`config.mk`:
```
export PLATFORM = sky130hd
export DESIGN_NAME = cobs_sample_framer_flat
export DESIGN_NICKNAME = d
export VERILOG_FILES = /design/src/rtl/cobs_sample_framer_if.sv /design/src/rtl/cobs_sample_framer.sv /design/src/flat_wrapper.sv
export SDC_FILE = /design/constraint.sdc
export NUM_CORES = 2
export LEC_CHECK = 0
export CORE_UTILIZATION = 35
export CTS_BUF_LIST = sky130_fd_sc_hd__clkbuf_16
export CTS_CLUSTER_DIAMETER = 80
export DETAILED_ROUTE_END_ITERATION = 7
export HOLD_SLACK_MARGIN = 0.02
export SETUP_SLACK_MARGIN = 0.1
export SLEW_MARGIN = 30
export SYNTH_ARGS = -nofsm -noshare
export SYNTH_HDL_FRONTEND = slang
export SYNTH_SLANG_ARGS = --single-unit
```
`constraint.sdc`:
```
create_clock -name clk -period 9.23 [get_ports clk]
set_input_delay 1.846 -clock clk [delete_from_list [all_inputs] [get_ports clk]]
set_output_delay 1.846 -clock clk [all_outputs]
set_load 0.01 [all_outputs]
```
`src/rtl/cobs_sample_framer_if.sv`:
```
// Valid/ready byte or word stream between the sample source, the framer and the FIFO writer.
interface cobs_sample_framer_if #(
  parameter int W = 8
);
  logic [W-1:0] tdata;
  logic         tvalid;
  logic         tready;

  modport master (output tdata, output tvalid, input tready);
  modport slave  (input tdata, input tvalid, output tready);
endinterface

```
`src/rtl/cobs_sample_framer.sv`:
```
// Packs 32-bit samples into fixed-length 0x00-delimited COBS frames; code byte 1 cycle after block close.
// Output byte/valid registered and held under m.tready=0; s.tready only while collecting with the hold empty.
module cobs_sample_framer #(
  parameter int SAMPLES_PER_FRAME = 4
) (
  input  logic                  clk,
  input  logic                  rst,
  cobs_sample_framer_if.slave   s,
  cobs_sample_framer_if.master  m
);
  typedef enum logic [1:0] {COLLECT, EMIT_CODE, EMIT_DATA, EMIT_DELIM} state_e;

  localparam logic [5:0] LAST_SMP = 6'(SAMPLES_PER_FRAME - 1);

  state_e      state_q, state_d;
  logic [31:0] hold_q, hold_d;
  logic        held_q, held_d;
  logic [1:0]  idx_q, idx_d;
  logic [7:0]  cnt_q, cnt_d;
  logic [7:0]  rd_q, rd_d;
  logic [5:0]  smp_q, smp_d;
  logic        final_q, final_d;
  logic        tail_q, tail_d;
  logic [7:0]  m_dat_q, m_dat_d;
  logic        m_vld_q, m_vld_d;
  logic [7:0]  blk_q [252];
  logic        blk_we;
  logic        post;
  logic [7:0]  cur_byte;
  logic        m_hs, s_hs;

  assign s.tready = (state_q == COLLECT) && !held_q;
  assign m.tdata  = m_dat_q;
  assign m.tvalid = m_vld_q;
  assign m_hs     = m_vld_q && m.tready;
  assign s_hs     = s.tvalid && s.tready;
  assign cur_byte = hold_q[{idx_q, 3'b000} +: 8];

  always_comb begin
    state_d = state_q;
    hold_d  = hold_q;
    held_d  = held_q;
    idx_d   = idx_q;
    cnt_d   = cnt_q;
    rd_d    = rd_q;
    smp_d   = smp_q;
    final_d = final_q;
    tail_d  = tail_q;
    blk_we  = 1'b0;
    post    = 1'b0;
    case (state_q)
      COLLECT: begin
        if (s_hs) begin
          hold_d = s.tdata;
          held_d = 1'b1;
          idx_d  = 2'd0;
        end else if (held_q) begin
          idx_d = idx_q + 2'd1;
          if (cur_byte != 8'h00) begin
            blk_we = 1'b1;
            cnt_d  = cnt_q + 8'd1;
          end else begin
            state_d = EMIT_CODE;
            final_d = 1'b0;
          end
          if (idx_q == 2'd3) begin
            held_d = 1'b0;
            if (smp_q == LAST_SMP) begin
              // A trailing zero still owes the frame a closing empty block.
              if (cur_byte != 8'h00) begin
                state_d = EMIT_CODE;
                final_d = 1'b1;
              end else begin
                tail_d = 1'b1;
              end
            end else begin
              smp_d = smp_q + 6'd1;
            end
          end
        end
      end
      EMIT_CODE: begin
        if (m_hs) begin
          if (cnt_q != 8'd0) state_d = EMIT_DATA;
          else               post    = 1'b1;
        end
      end
      EMIT_DATA: begin
        if (m_hs) begin
          if (rd_q == cnt_q - 8'd1) post = 1'b1;
          else                      rd_d = rd_q + 8'd1;
        end
      end
      EMIT_DELIM: begin
        if (m_hs) begin
          final_d = 1'b0;
          smp_d   = 6'd0;
          state_d = COLLECT;
        end
      end
      default: state_d = COLLECT;
    endcase

    if (post) begin
      cnt_d = 8'd0;
      rd_d  = 8'd0;
      if (tail_q) begin
        tail_d  = 1'b0;
        final_d = 1'b1;
        state_d = EMIT_CODE;
      end else if (final_q) begin
        state_d = EMIT_DELIM;
      end else begin
        state_d = COLLECT;
      end
    end
  end

  // Output byte follows the next state, so it only moves on a handshake or block close.
  always_comb begin
    m_vld_d = (state_d != COLLECT);
    case (state_d)
      EMIT_CODE: m_dat_d = cnt_d + 8'd1;
      EMIT_DATA: m_dat_d = blk_q[rd_d];
      default:   m_dat_d = 8'h00;
    endcase
  end

  always_ff @(posedge clk) begin
    if (rst) begin
      state_q <= COLLECT;
      hold_q  <= 32'd0;
      held_q  <= 1'b0;
      idx_q   <= 2'd0;
      cnt_q   <= 8'd0;
      rd_q    <= 8'd0;
      smp_q   <= 6'd0;
      final_q <= 1'b0;
      tail_q  <= 1'b0;
      m_dat_q <= 8'h00;
      m_vld_q <= 1'b0;
    end else begin
      state_q <= state_d;
      hold_q  <= hold_d;
      held_q  <= held_d;
      idx_q   <= idx_d;
      cnt_q   <= cnt_d;
      rd_q    <= rd_d;
      smp_q   <= smp_d;
      final_q <= final_d;
      tail_q  <= tail_d;
      m_dat_q <= m_dat_d;
      m_vld_q <= m_vld_d;
    end
  end

  always_ff @(posedge clk) begin
    if (blk_we) blk_q[cnt_q] <= cur_byte;
  end
endmodule

```
`src/flat_wrapper.sv`:
```
// flat-port wrapper written by rule: the top's interface ports become plain ports
module cobs_sample_framer_flat 
#(
  parameter int SAMPLES_PER_FRAME = 4
)
  (clk, rst, s_tdata, s_tvalid, s_tready, m_tdata, m_tvalid, m_tready);
  cobs_sample_framer_if #(.W(32)) s_i ();
  cobs_sample_framer_if #(.W(8)) m_i ();
  input  logic clk;
  input  logic rst;
  input wire logic [$bits(s_i.tdata)-1:0] s_tdata;
  input wire logic [$bits(s_i.tvalid)-1:0] s_tvalid;
  output wire logic [$bits(s_i.tready)-1:0] s_tready;
  output wire logic [$bits(m_i.tdata)-1:0] m_tdata;
  output wire logic [$bits(m_i.tvalid)-1:0] m_tvalid;
  input wire logic [$bits(m_i.tready)-1:0] m_tready;
  assign s_i.tdata = s_tdata;
  assign s_i.tvalid = s_tvalid;
  assign s_tready = s_i.tready;
  assign m_tdata = m_i.tdata;
  assign m_tvalid = m_i.tvalid;
  assign m_i.tready = m_tready;
  cobs_sample_framer #(.SAMPLES_PER_FRAME(SAMPLES_PER_FRAME)) u_core (.clk(clk), .rst(rst), .s(s_i), .m(m_i));
endmodule
```
==> results_dict.tcl <==
set metrics [dict create \
    gp_congestion 0.950 \
    dp_hpwl_um 165000 \
    seqPwrFrac 0.539 \
    rrSetupSlack_ns 1.94 \
    grt_max_degree 167 \
    netlist_area_mm2 0.0846 \
    fill_cells 21800 \
    reg2reg_depth 15 \
    crit_arrival_ns 8.07 \
    synth_flop_cell "edfxtp_1" \
    num_vias 54027 \
    die_x_um 494 \
    gr-total-overflow 0 \
    synth_adder_area_share 0.00222 \
    path_class "reg2reg" \
    fin_crit_sh 0.789 \
    required_ns 10.02 \
    drc 0 \
    root_buffer "clkbuf_16" \
    firstDrtPassIters 8 \
    hold_depth 2 \
    netSwitchingFraction 0.220 \
    clock_sinks 2086 \
    wirelength_um 271000 \
    fin_crit_ns 7.29 \
    slew_viol_final 0 \
    min_from "u_core.hold_q[26]$_SDFFE_PP0P_" \
    synth_xor_area_frac 0.00269 \
    p_leak_uw 0.0315 \
    hold_viol_final 0 \
    multi_input_area_mm2 0.0211 \
    clkPwrFrac 0.426 \
    dpl_cell_area_mm2 0.0891 \
    postCtsSetupBuffers 0 \
    holdCritPathClass "reg2reg" \
    grt_pass1_vias 50662 \
    syn_inst 5927 \
    wl_per_cell_um 29.0 \
    worstSetupEndpointType "flop" \
    portBuffers 45 \
    clk_latency_ns 0.88 \
    synth_top_area_frac 0.716 \
    tns_ns 0 \
    maxCapViolCount 0 \
    startpoint_type "flop" \
    ir_drop_v 0.000180 \
    syn-num-nets 5978 \
    status "finished clean" \
    yosysWarnings 0 \
    synthArstFlopShare 0 \
    fin_area_mm2 0.0960 \
    initial_core_util 0.352 \
    holdPathEnd "u_core.hold_q[26]$_SDFFE_PP0P_" \
    place_inst 8925 \
    powerDensity_mw_per_mm2 205 \
    seq_area_mm2 0.0619 \
    drive_gt1_frac 0.115 \
    yosysUniqueCellTypes 82 \
    p_sw_uw 4340 \
    maxSlewHeadroom 0.239 \
    final_cells 9324 \
    synth_compound_area_frac 0.0574 \
    yosys-top-cells-area "edfxtp_1, nand2_1, mux2i_1, nand3_1, mux4_2" \
    ant_nets 0 \
    p_int_uw 15400 \
    die-height_um 494 \
    ctsResizeCount 0 \
    cts_tree "done" \
    ctsLongestPathBuffers 3 \
    yosys.area.top_type "edfxtp_1" \
    ys_seq_elements 2086 \
    core_region_area_mm2 0.240 \
    max_freq_mhz 137 \
    drt_iter0_drc 8092 \
    final-setup-viol-count 0 \
    synth_top_family_by_area "simple AND/OR/NAND/NOR gates" \
    fin_nets 6007 \
    skew_ns 0.0715 \
    yosysSeqAreaShare 0.732 \
    io_pins 46 \
    yosys-top-cells-count "edfxtp_1, nand2_1, nand3_1" \
    synth_edf_count 2016 \
    muxShareOfSynthArea 0.0668 \
    grt_pass1_wl_um 383000 \
    rsz0062_at_grt "no" \
    comb_power_share 0.034 \
    crit_fanout 21 \
    cts.htree.levels 4 \
    areaGrowthSynthToFinish_pct 13.5 \
    die-area_mm2 0.244 \
    yosysMostFrequentCell "edfxtp_1" \
    tightest_slew_ns 1.12 \
    r2r_end "u_core.m.tdata[6]$_SDFF_PP0_" \
    antenna_found_initial 13 \
    yosys.area_share.simple 0.115 \
    r2r-start "u_core.cnt_q[0]$_SDFF_PP0_" \
    grtUsageTotal 0.217 \
    avgViaCountPerCell 5.79 \
    clk_pin_slew_ns 0.07 \
    rows 180 \
    syn_avg_cell_area_um2 14.3 \
    cts_inserted_buffers 212 \
    hold_buffers 0 \
]
[worst max-delay path by stage]
stage	from	endpoint
6_report	u_core.cnt_q[0]$_SDFF_PP0_	u_core.m.tdata[6]$_SDFF_PP0_
3_3_place_gp	m_tready	u_core.m.tdata[1]$_SDFF_PP0_
5_1_grt	u_core.cnt_q[0]$_SDFF_PP0_	u_core.m.tdata[7]$_SDFF_PP0_
4_1_cts	u_core.cnt_q[0]$_SDFF_PP0_	u_core.m.tdata[5]$_SDFF_PP0_
3_5_place_dp	m_tready	u_core.m.tdata[3]$_SDFF_PP0_
2_1_floorplan	u_core.idx_q[0]$_SDFFE_PP0P_	u_core.m.tdata[6]$_SDFF_PP0_
[cells in the final DEF, fill, tap and decap left out, drive strengths merged, types with 98 or more instances in the layout]
cell | Yosys | layout
nor2 | 329 | 329
clkinv | 0 | 98
buf | 241 | 172
mux4 | 111 | 111
clkbuf | 161 | 214
a21oi | 154 | 154
mux2i | 279 | 279
nand2 | 1202 | 1202
nand3 | 513 | 513
edfxtp | 2016 | 2016
[cell type report]
class / count / share of cell area
sequential: 2086 / 0.645
multi-input combinational: 3411 / 0.220
clock buffer: 213 / 0.0555
tap: 3185 / 0.0415
timing repair buffer: 217 / 0.0219
clock inverter: 177 / 0.0153
inverter: 28 / 0.00109
antenna: 7 / 0.000182
[flip-flops by register name (all words and copies together) (netlist names)]
name and cells:
u_core.blk_q 2016, u_core.hold_q 32, u_core.cnt_q 8, u_core.m.tdata 8, u_core.rd_q 8, u_core.smp_q 6, u_core.idx_q 2, u_core.state_q 2
u_core.final_q 1, u_core.held_q 1, u_core.m.tvalid 1, u_core.tail_q 1
[metrics by stage]
stage	util	hold WS (ns)	total power (uW)	setup WS [ns]
finish	0.400	0.450	19700	1.94
global route	0.400	0.472	20100	1.91
CTS	0.399	0.453	19700	2.26
detailed placement	0.371	0.445	11500	1.95
global placement	0.370	0.445	11500	1.49
floorplan	-	0.433	11200	3.68
[per-layer routing]
layer  GRT usage  vias up  wire, um
met2       0.329     3149    122000
met4      0.0962       10     12500
li1            -    22551         -
met1       0.298    27747    107000
met3      0.0497      570     29100
met5           0        -        62
[power by group through the flow]
stage | combinational [uW] | clock (uW) | sequential (uW)
5_1_grt | 706 | 8810 | 10600
2_1_floorplan | 310 | 0 | 10900
3_3_place_gp | 628 | 0 | 10800
3_5_place_dp | 660 | 0 | 10800
4_1_cts | 660 | 8460 | 10600
6_report | 676 | 8400 | 10600
[worst max-delay path, cell delays in order (launching register included)]
cell	delay (ns)
dfxtp_1	0.62
inv_1	0.14
ha_1	0.35
or3b_2	0.64
o21ai_0	0.22
a311o_1	0.51
a2111oi_0	0.90
o21a_1	0.26
buf_4	0.32
a21o_1	0.65
nor2_1	0.38
buf_4	0.34
a41o_1	0.26
nor4_2	0.87
nand4_1	0.40
a311oi_1	0.34
[cells by family after synthesis]
| group | Yosys count |
|---|---|
| AND/OR/NAND/NOR | 2267 |
| flip-flops | 2086 |
| AO/OA/AOI/OAI | 681 |
| buffers and inverters | 430 |
| multiplexers | 422 |
| XOR/XNOR | 26 |
| adder cells (fa/ha/maj) | 15 |
No activity file was read; power rests on OpenSTA's default activity.
